[src/rtl/approx_div_pkg.sv]
`default_nettype none
// ============================================================================
//  Module   : approx_div_pkg
//  Purpose  : Shared types and cell functions for the approximate sequential
//             divider: FSM state encoding plus the exact and approximate
//             one-bit subtractor equations.
//  Ports    : none (package)
//  Revision : 1.0  initial release
// ============================================================================
package approx_div_pkg;

    typedef enum logic [1:0] {
        S_IDLE = 2'd0,
        S_RUN  = 2'd1,
        S_DONE = 2'd2
    } state_t;

    // The approximate cell drives a constant difference bit, so a low row
    // in approximate mode always restores to all ones when it subtracts.
    localparam logic C_APPROX_DIFF = 1'b1;

    function automatic logic exact_diff(input logic x, input logic y, input logic bin);
        return x ^ y ^ bin;
    endfunction

    function automatic logic exact_bout(input logic x, input logic y, input logic bin);
        return (~x & y) | (~(x ^ y) & bin);
    endfunction

    // Borrow-in is deliberately ignored: the chain no longer ripples, which
    // is where the switching-power saving comes from.
    function automatic logic approx_bout(input logic x, input logic y);
        return ~x | y;
    endfunction

endpackage
`default_nettype wire

[src/rtl/div_cell_sel.sv]
`default_nettype none
// ============================================================================
//  Module   : div_cell_sel
//  Purpose  : One-bit subtractor cell with runtime exact/approximate select.
//  Ports    : x, y, bin   - minuend, subtrahend, borrow-in
//             approx      - 1 selects the approximate cell function
//             diff, bout  - difference and borrow-out
//  Revision : 1.0  initial release
// ============================================================================
module div_cell_sel
    import approx_div_pkg::*;
(
    input  logic x,
    input  logic y,
    input  logic bin,
    input  logic approx,
    output logic diff,
    output logic bout
);

    always_comb begin
        if (approx) begin
            diff = C_APPROX_DIFF;
            bout = approx_bout(x, y);
        end else begin
            diff = exact_diff(x, y, bin);
            bout = exact_bout(x, y, bin);
        end
    end

endmodule
`default_nettype wire

[src/rtl/approx_seq_divider.sv]
`default_nettype none
// ============================================================================
//  Module   : approx_seq_divider
//  Purpose  : Iterative radix-2 restoring divider, one quotient bit per clock
//             through a single row of selectable exact/approximate cells.
//  Ports    : clk, rst          - clock, async active-high reset
//             start, mode_exact - request and accuracy mode (captured on accept)
//             n [DW+QW], d [DW] - dividend and divisor (captured on accept)
//             ready, busy, done - handshake status (done is a 1-cycle pulse)
//             q [QW], r [DW]    - quotient and remainder
//             dz, ovf           - divide-by-zero and quotient-overflow flags
//  Revision : 1.0  initial release
// ============================================================================
module approx_seq_divider
    import approx_div_pkg::*;
#(
    parameter int DW          = 8,
    parameter int QW          = 8,
    parameter int APPROX_ROWS = 6
) (
    input  logic             clk,
    input  logic             rst,
    input  logic             start,
    input  logic             mode_exact,
    input  logic [DW+QW-1:0] n,
    input  logic [DW-1:0]    d,
    output logic             ready,
    output logic             busy,
    output logic             done,
    output logic [QW-1:0]    q,
    output logic [DW-1:0]    r,
    output logic             dz,
    output logic             ovf
);

    localparam int NW = DW + QW;
    localparam int IW = (QW > 1) ? $clog2(QW) : 1;

    if (APPROX_ROWS > QW || APPROX_ROWS < 0 || DW < 1) begin : g_param_check
        $error("approx_seq_divider: illegal parameters DW=%0d QW=%0d APPROX_ROWS=%0d",
               DW, QW, APPROX_ROWS);
    end

    state_t          r_state;
    state_t          w_next;
    logic [NW-1:0]   r_n;
    logic [DW-1:0]   r_d;
    logic            r_mode_exact;
    logic [DW:0]     r_win;
    logic [IW-1:0]   r_idx;

    logic            w_accept;
    logic            w_last;
    logic            w_approx;
    logic            w_top;
    logic [DW-1:0]   w_x;
    logic [DW-1:0]   w_diff;
    logic [DW:0]     w_borrow;
    logic            w_qbit;
    logic [DW-1:0]   w_rem;

    assign w_accept = start && (r_state != S_RUN);
    assign w_last   = (r_state == S_RUN) && (r_idx == '0);

    // ------------------------------------------------------------------
    // FSM next-state logic
    // ------------------------------------------------------------------
    always_comb begin
        w_next = r_state;
        case (r_state)
            S_IDLE:  if (start) w_next = S_RUN;
            S_RUN:   if (r_idx == '0) w_next = S_DONE;
            S_DONE:  w_next = start ? S_RUN : S_IDLE;
            default: w_next = S_IDLE;
        endcase
    end

    // ------------------------------------------------------------------
    // Single subtractor row, shared by every iteration
    // ------------------------------------------------------------------
    assign w_top      = r_win[DW];
    assign w_x        = r_win[DW-1:0];
    assign w_approx   = ~r_mode_exact && (int'(r_idx) < APPROX_ROWS);
    assign w_borrow[0] = 1'b0;

    for (genvar gi = 0; gi < DW; gi++) begin : g_row
        div_cell_sel u_cell (
            .x      (w_x[gi]),
            .y      (r_d[gi]),
            .bin    (w_borrow[gi]),
            .approx (w_approx),
            .diff   (w_diff[gi]),
            .bout   (w_borrow[gi+1])
        );
    end

    // A set window MSB means the partial remainder already exceeds d, so
    // the subtraction is taken regardless of the row's borrow-out.
    assign w_qbit = w_top | ~w_borrow[DW];
    assign w_rem  = w_qbit ? w_diff : w_x;

    // ------------------------------------------------------------------
    // State, datapath and registered outputs
    // ------------------------------------------------------------------
    always_ff @(posedge clk or posedge rst) begin
        if (rst) begin
            r_state      <= S_IDLE;
            r_n          <= '0;
            r_d          <= '0;
            r_mode_exact <= 1'b1;
            r_win        <= '0;
            r_idx        <= '0;
            ready        <= 1'b1;
            busy         <= 1'b0;
            done         <= 1'b0;
            q            <= '0;
            r            <= '0;
            dz           <= 1'b0;
            ovf          <= 1'b0;
        end else begin
            r_state <= w_next;
            ready   <= (w_next != S_RUN);
            busy    <= (w_next == S_RUN);
            done    <= w_last;

            if (w_accept) begin
                r_n          <= n;
                r_d          <= d;
                r_mode_exact <= mode_exact;
                r_win        <= n[NW-1:QW-1];
                r_idx        <= IW'(QW - 1);
                q            <= '0;
                dz           <= (d == '0);
                ovf          <= (n[NW-1:QW] >= d);
            end else if (r_state == S_RUN) begin
                q[r_idx] <= w_qbit;
                if (r_idx != '0) begin
                    r_win <= {w_rem, r_n[r_idx - IW'(1)]};
                    r_idx <= r_idx - IW'(1);
                end else begin
                    r <= w_rem;
                end
            end
        end
    end

endmodule
`default_nettype wire
[config.mk]
export PLATFORM = sky130hd
export DESIGN_NAME = approx_seq_divider
export DESIGN_NICKNAME = d
export VERILOG_FILES = /design/src/rtl/approx_div_pkg.sv /design/src/rtl/div_cell_sel.sv /design/src/rtl/approx_seq_divider.sv
export SDC_FILE = /design/constraint.sdc
export NUM_CORES = 1
export LEC_CHECK = 0
export ABC_CLOCK_PERIOD_IN_PS = 5400
export CAP_MARGIN = 5
export CORE_ASPECT_RATIO = 1.2
export CORE_MARGIN = 4
export CORE_UTILIZATION = 48
export CTS_BUF_LIST = sky130_fd_sc_hd__clkbuf_16
export DETAILED_ROUTE_END_ITERATION = 8
export GPL_ROUTABILITY_DRIVEN = 0
export HOLD_SLACK_MARGIN = 0.08
export PLACE_DENSITY = 0.75
export SETUP_SLACK_MARGIN = 0.3
export SYNTH_ARGS = -nofsm -noshare
export SYNTH_HDL_FRONTEND = slang
export SYNTH_SLANG_ARGS = --single-unit
[constraint.sdc]
create_clock -name clk -period 5.4 [get_ports clk]
set_input_delay 1.08 -clock clk [delete_from_list [all_inputs] [get_ports clk]]
set_output_delay 1.08 -clock clk [all_outputs]
set_load 0.01 [all_outputs]
==> run metrics <==
EDFF count, synth=0; Leakage=1.69 nW; CTS tree=done; port buffer count=48; non-filler cells, final=435; Max Cap Viol=0; I/O Pins=49; n_diodes=0; clk_lat worst skew=0.29 ns; gr usage total=0.177; YS warnings=0; drc violations=0; clock share of power=0.155; Cells after DPL=425; Final ANT Viol Nets=0; H-Tree Depth=2; max-slew violations=0; Worst-Margin Slew=0.874 ns; Final Cycle Share=0.891; Slew Limit Headroom=0.415; First-pass DRT Iterations=4; Root Buffer=clkbuf_16; Reg power frac=0.311; Startpoint Class=register; GRT overflow=0; max layer used=met4; Avg Vias per Cell=5.14; Setup-failing EPs final=0; first-pass GRT wire length=10.2 mm; Synth cell types=36; Met3 Wirelength=229 um; Int Power=1.34 mW; top cells by area, synth=dfrtp_1 (44%), nand2_1 (8.9%), ha_1 (8.4%); Crit path required time=5.55 ns; Setup TNS=0 ns; syn nets=358; commonest non-fill, non-tap cell in the layout=nand2_1; clock tree buffer depth=2; NetSw=0.973 mW; fraction of registers with async set/reset=1.00; initial antenna violation count=0; most frequent cells in the layout=nand2_1 (65), dfrtp_1 (50), clkdlybuf4s50_1 (48); area leader, netlist=dfrtp_1; Die X=78.2 um; fin crit period=4.81 ns; PD cells=644 nW/um^2; fin nets=408; CTS Buf Count=5; post-synthesis average cell area=9.33 um^2; synthesized cell area=2840 um^2; Worst Hold Class=reg -> reg; layout cells sized above 1=0.113; crit path buf inv count=0; register area share after synthesis=0.460; DP HPWL=4.39 mm; Largest delay share family, worst path=adder cells; total number of vias=2236; Synth Register Bits=52; vias in the first global route=2178; # clock sinks=52; Slowest cell on crit path=dfstp_2; largest net degree at the start of global routing=53; Routed WL=6.03 mm; final core occ=0.630; worst path arrival time=4.96 ns; slowest stage delay, CP=0.55 ns; Final Skew=0.00556 ns; fmax=0.208 GHz; Initial Util=0.497; Die Height=92.2 um; Routed WL per cell=13.9 um; Cell Rows=30; status=complete, no violations; unrepaired setup endpoints after global routing=no; die area=7210 um^2; Synth Instances=304; Synth top area share=0.441; Core Footprint=5710 um^2; Fin. Hold Viols=0; Logic pwr share=0.534; maximum vdd drop=254 uV; DR WL met2=2.96 mm; Crit Path Category=reg -> reg; DP Area=3390 um^2; Metal-1 WL=2.75 mm; switching share of power=0.420; Crit Path Max Fanout=8; Clock Pin Slew Worst Setup and Hold Paths=0.07 ns; predominant post-synthesis flop cell=dfrtp_1; Initial DRC Count=104; post-layout instance area=3590 um^2; Critical Path End Type=register; Area growth syn-to-layout=26.7%
[final timing paths]
kind / cells after the start / slack (ns) / start / endpoint
setup / recovery: 25 / 0.59 / r_mode_exact / r[4]
hold / removal: 2 / 0.48 / r_n[3] / r_n[3]
setup reg to reg: 25 / 0.59 / r_mode_exact / r[4]
hold reg to reg: 2 / 0.48 / r_n[3] / r_n[3]
max in group asynchronous: 3 / 3.70 / rst / q[7]
min in group asynchronous: 3 / 1.28 / rst / r_d[5]
[power groups by stage]
stage	Clock (mW)	Combinational [mW]	Sequential (mW)
3_5_place_dp	0	1.18	0.726
2_1_floorplan	0	0.809	0.728
4_1_cts	0.364	1.21	0.721
6_report	0.359	1.24	0.720
5_1_grt	0.375	1.39	0.746
3_3_place_gp	0	1.14	0.721
[per-layer routing]
layer  vias to the layer above  track usage
met5                         -            0
met4                         0       0.0510
met3                        10       0.0255
met2                        51        0.296
met1                      1063        0.239
li1                       1112            -
[timing repair]
item,in CTS,in global routing
setup buffers,0,2
hold buffers,0,0
setup endpoints to repair,16,22
pin swaps,1,3
resized for setup,2,10
[through the flow]
stage	hold slack, ns	power, mW	setup slack [ns]
final	0.477	2.32	0.591
after global routing	0.499	2.51	0.305
after CTS	0.481	2.29	0.327
after detailed placement	0.462	1.91	0.208
after global placement	0.457	1.86	0.350
after floorplan	0.440	1.54	0.335
[worst reg2reg max path, cell delays in order (launching register included)]
cell	delay, ns
dfstp_2	0.55
a21o_2	0.12
o21ai_1	0.07
fa_1	0.35
nand2_1	0.06
o21ai_1	0.07
fa_2	0.32
nand2_1	0.06
o21ai_1	0.07
fa_2	0.32
nand2_1	0.06
o21ai_0	0.10
fa_1	0.37
nand2_1	0.07
o21ai_1	0.08
fa_1	0.37
nand2_1	0.06
o21ai_1	0.07
fa_1	0.36
nand2_1	0.06
o21ai_1	0.09
fa_2	0.41
a21oi_4	0.29
nand2_1	0.11
o21ai_2	0.09
o21ai_1	0.09
[Yosys cell counts (3+ instances only)]
cell      instances
inv_1            32
dfrtp_1          50
nor2_1            6
a21oi_1           6
nand4_1           3
a22oi_1          10
nor2b_1           3
o21ai_0          18
ha_1             19
nand2_1          67
o21ai_1          26
nand2b_1          4
fa_1              7
nand3_1          10
clkbuf_1          3
o21ai_2           8
buf_2             6
[cell type report]
| type | count | area [um^2] |
|---|---|---|
| multi-input cells | 207 | 1370 |
| flip-flops and latches | 52 | 1300 |
| clock inverters | 3 | 42.5 |
| clock buffers | 5 | 125 |
| fillers | 501 | 2110 |
| repair buffers | 55 | 533 |
| inverters | 33 | 124 |
| well taps | 80 | 100 |
[cells by family (layout without fill, tap and decap cells)]
group,count (synthesis),after routing,synth area share
flip-flops,52,52,0.460
buffers and inverters,45,96,0.0675
adder cells (fa/ha/maj),26,26,0.133
AO/OA/AOI/OAI,73,73,0.156
multiplexers,3,3,0.0194
AND/OR/NAND/NOR,104,104,0.161
XOR/XNOR,1,1,0.00309
[flip-flops by register name (all words and copies together), names as in the netlist, 2 cells and up]
signal and flops:
q 8, r_idx 3, r_state 2, r 8, r_win 9, r_d 8
r_n 8
No activity file was read; power rests on OpenSTA's default activity.
==> RTL edit: new RTL, same flow settings <==
Reset style: synchronous (`rst`), changed in one clocked block. Comments in the files are not updated.
--- a/src/rtl/approx_seq_divider.sv
+++ b/src/rtl/approx_seq_divider.sv
@@ -104,3 +104,3 @@
     // ------------------------------------------------------------------
-    always_ff @(posedge clk or posedge rst) begin
+    always_ff @(posedge clk) begin
         if (rst) begin
Behaviour: differs if rst is asserted again (counterexample within 4 cycles, from zero or initial values and one cycle with rst high); with rst held inactive, the same outputs for 4 cycles.
==> RTL edit against the unedited design <==
- sequential cell count unchanged
- worst setup slack improved by 0.059 ns
- largest cell class unchanged
- design area decreased by 3.6%
- synthesized area decreased by 4.1%
- count of clock-buffer cells in the layout unchanged
- non-clock buffer count decreased by 3
- wire length increased by 3.1%
- clock skew increased by 0.0021 ns
Power is not compared: it rests on default switching activity, and its combinational part moved more than twofold at a synthesized area within 25%.
==> RTL edit: results (changes against the unedited design) <==
- The number of antenna violations at the first check in global routing was 0 (unchanged).
- Top Metal Used: met4
* CP top delay family: adder cells
- Final HPWL DP: 4500 um (+2.6%)
* Layout net count: 415 (+1.7%)
- The part of the Yosys area used for sequential elements is 38.3% (-7.7 points).
* Clock-pin slew reported for the worst setup and hold paths after clock tree synthesis: 0.07 ns (about the same)
* Drt first-iter violations: 193 (+86%)
- The met2 wire length came to 2910 um (-1.7%).
- The cell area reported after detailed placement is 0.00323 mm2 (-4.7%).
* Buffers on Ports: 48 (unchanged)
- Share of cells above drive strength 1: 9.67% (-1.6 points)
- Highest ir drop seen on vdd: 0.149 mV
- The number of H-tree levels came to 2 (unchanged).
* Wire length on met1: 2890 um (+5.2%)
- Clock latency on the worst-skew pair: 0.29 ns (about the same)
- Maximum buffer depth of the clock tree: 2 (unchanged)
* Class of the most critical hold timing path: flop to flop
- Clk root buf: clkbuf_16
- The total length of routed wires is 6210 um (+3.1%).
* Outcome: finished, final reports clean
- The largest stage delay on the critical path came to 0.38 ns (-0.17 ns).
- The first-pass GRT wire length is 10700 um (+5.0%).
- Among all cell types in the netlist, the one instantiated most often is nand2_1.
- Max Clock Skew: 0.00762 ns (+0.00206 ns)
* Diode insertion count for antenna repair: 0 (unchanged)
- The number of flip-flops under the largest register name came to 9 (unchanged).
- Cell types with the largest area share after synthesis: dfxtp_1 (38%), ha_1 (8.7%), nand2_1 (7.7%)
* Headroom to the max-slew limit: 29.5% (-12 points)
- In the synthesized netlist the dominant register cell turns out to be dfxtp_1.
- Sorting the synthesized cells by how often they occur yields nand2_1 (56), dfxtp_1 (52), inv_1 (40).
* Vias per inst: 5.36 (+4.3%)
- The core occupancy in the finished layout was 64.1% (+1.1 points).
- Ranked by flip-flop count, first place goes to r_win.
- Netlist cell types: 36 (unchanged)
- The largest net degree at the start of global routing came to 35 (-34%).
- Setup slack after placement: 0.209 ns (+0.00150 ns)
- The share of synthesized registers carrying an async set or reset was 0% (-100 points).
- Depth of the worst hold-timing path: 2 (unchanged)
- Number of cells traversed by the worst register-to-register path: 27 (+8.0%)
- Inserted Clock Buffers: 5 (unchanged)
- The aggregate global-route resource usage came to 18.7% (+0.99 points).
- Yosys warnings: 0 (unchanged)
* Number of global-route vias before repair: 2128 (-2.3%)
- In this run the static leakage power is 1.39 nW.
- Cell with the biggest individual delay on the critical path: fa_1
- The total met3 wirelength after detailed routing is 354 um (+55%).
- The number of nets in the synthesized netlist is 369 (+3.1%).
- DRT Pass-1 Iters: 5 (+1)
- Largest driver fanout on the critical path: 8 (unchanged)
-- RTL edit: where the power goes --
group	internal [mW]	switching (mW)	total, mW	leakage [nW]
sequential	0.413	0.0355	0.449	0.427
combinational	0.158	0.175	0.333	0.892
clock	0.173	0.143	0.316	0.0702
-- RTL edit: worst min-delay path, cell delays in order (launching register included) --
cell and delay, ns:
dfxtp_1 0.31, nand2_1 0.05, o21ai_1 0.05
-- RTL edit: path summary, 6_finish.rpt --
check	startpoint	endpoint	slack [ns]
worst max-delay path	r_win[0]	r_win[2]	0.65
worst min-delay path	r[5]	r[5]	0.45
worst max register to register	r_win[0]	r_win[2]	0.65
worst min register to register	r[5]	r[5]	0.45
-- RTL edit: repair_timing --
action | CTS | global route
setup endpoints to repair | 24 | 24
gates cloned | 1 | 0
gates resized for setup | 4 | 17
pin swaps | 1 | 10
setup buffers | 2 | 0
-- RTL edit: layout make-up --
type,instances,area [um2]
clock buffers,5,125
clock inverters,3,21.3
fillers,453,1940
inverters,40,150
multi-input cells,210,1530
flip-flops and latches,52,1050
well taps,62,77.6
repair buffers,52,510
-- RTL edit: logic make-up after synthesis --
| logic type | share of synthesized area [%] |
|---|---|
| compound gates | 22.5 |
| simple gates | 13.9 |
| buf+inv | 7.73 |
| flops | 38.3 |
| fa+ha+maj | 13.9 |
| mux | 3.31 |
| xor+xnor | 0.322 |
-- RTL edit: metal layers --
layer / track usage [%] / up-vias
li1: - / 1172
met1: 25.8 / 1029
met2: 29.5 / 65
met3: 3.79 / 7
met4: 5.29 / 0
met5: 0 / -
-- RTL edit: stage by stage --
step	instances	power, mW	hold slack, ns
2_1_floorplan	315	0.664	0.433
3_5_place_dp	413	0.752	0.448
4_1_cts	424	1.08	0.457
3_3_place_gp	413	0.742	0.438
6_report	424	1.10	0.452
5_1_grt	424	1.16	0.484
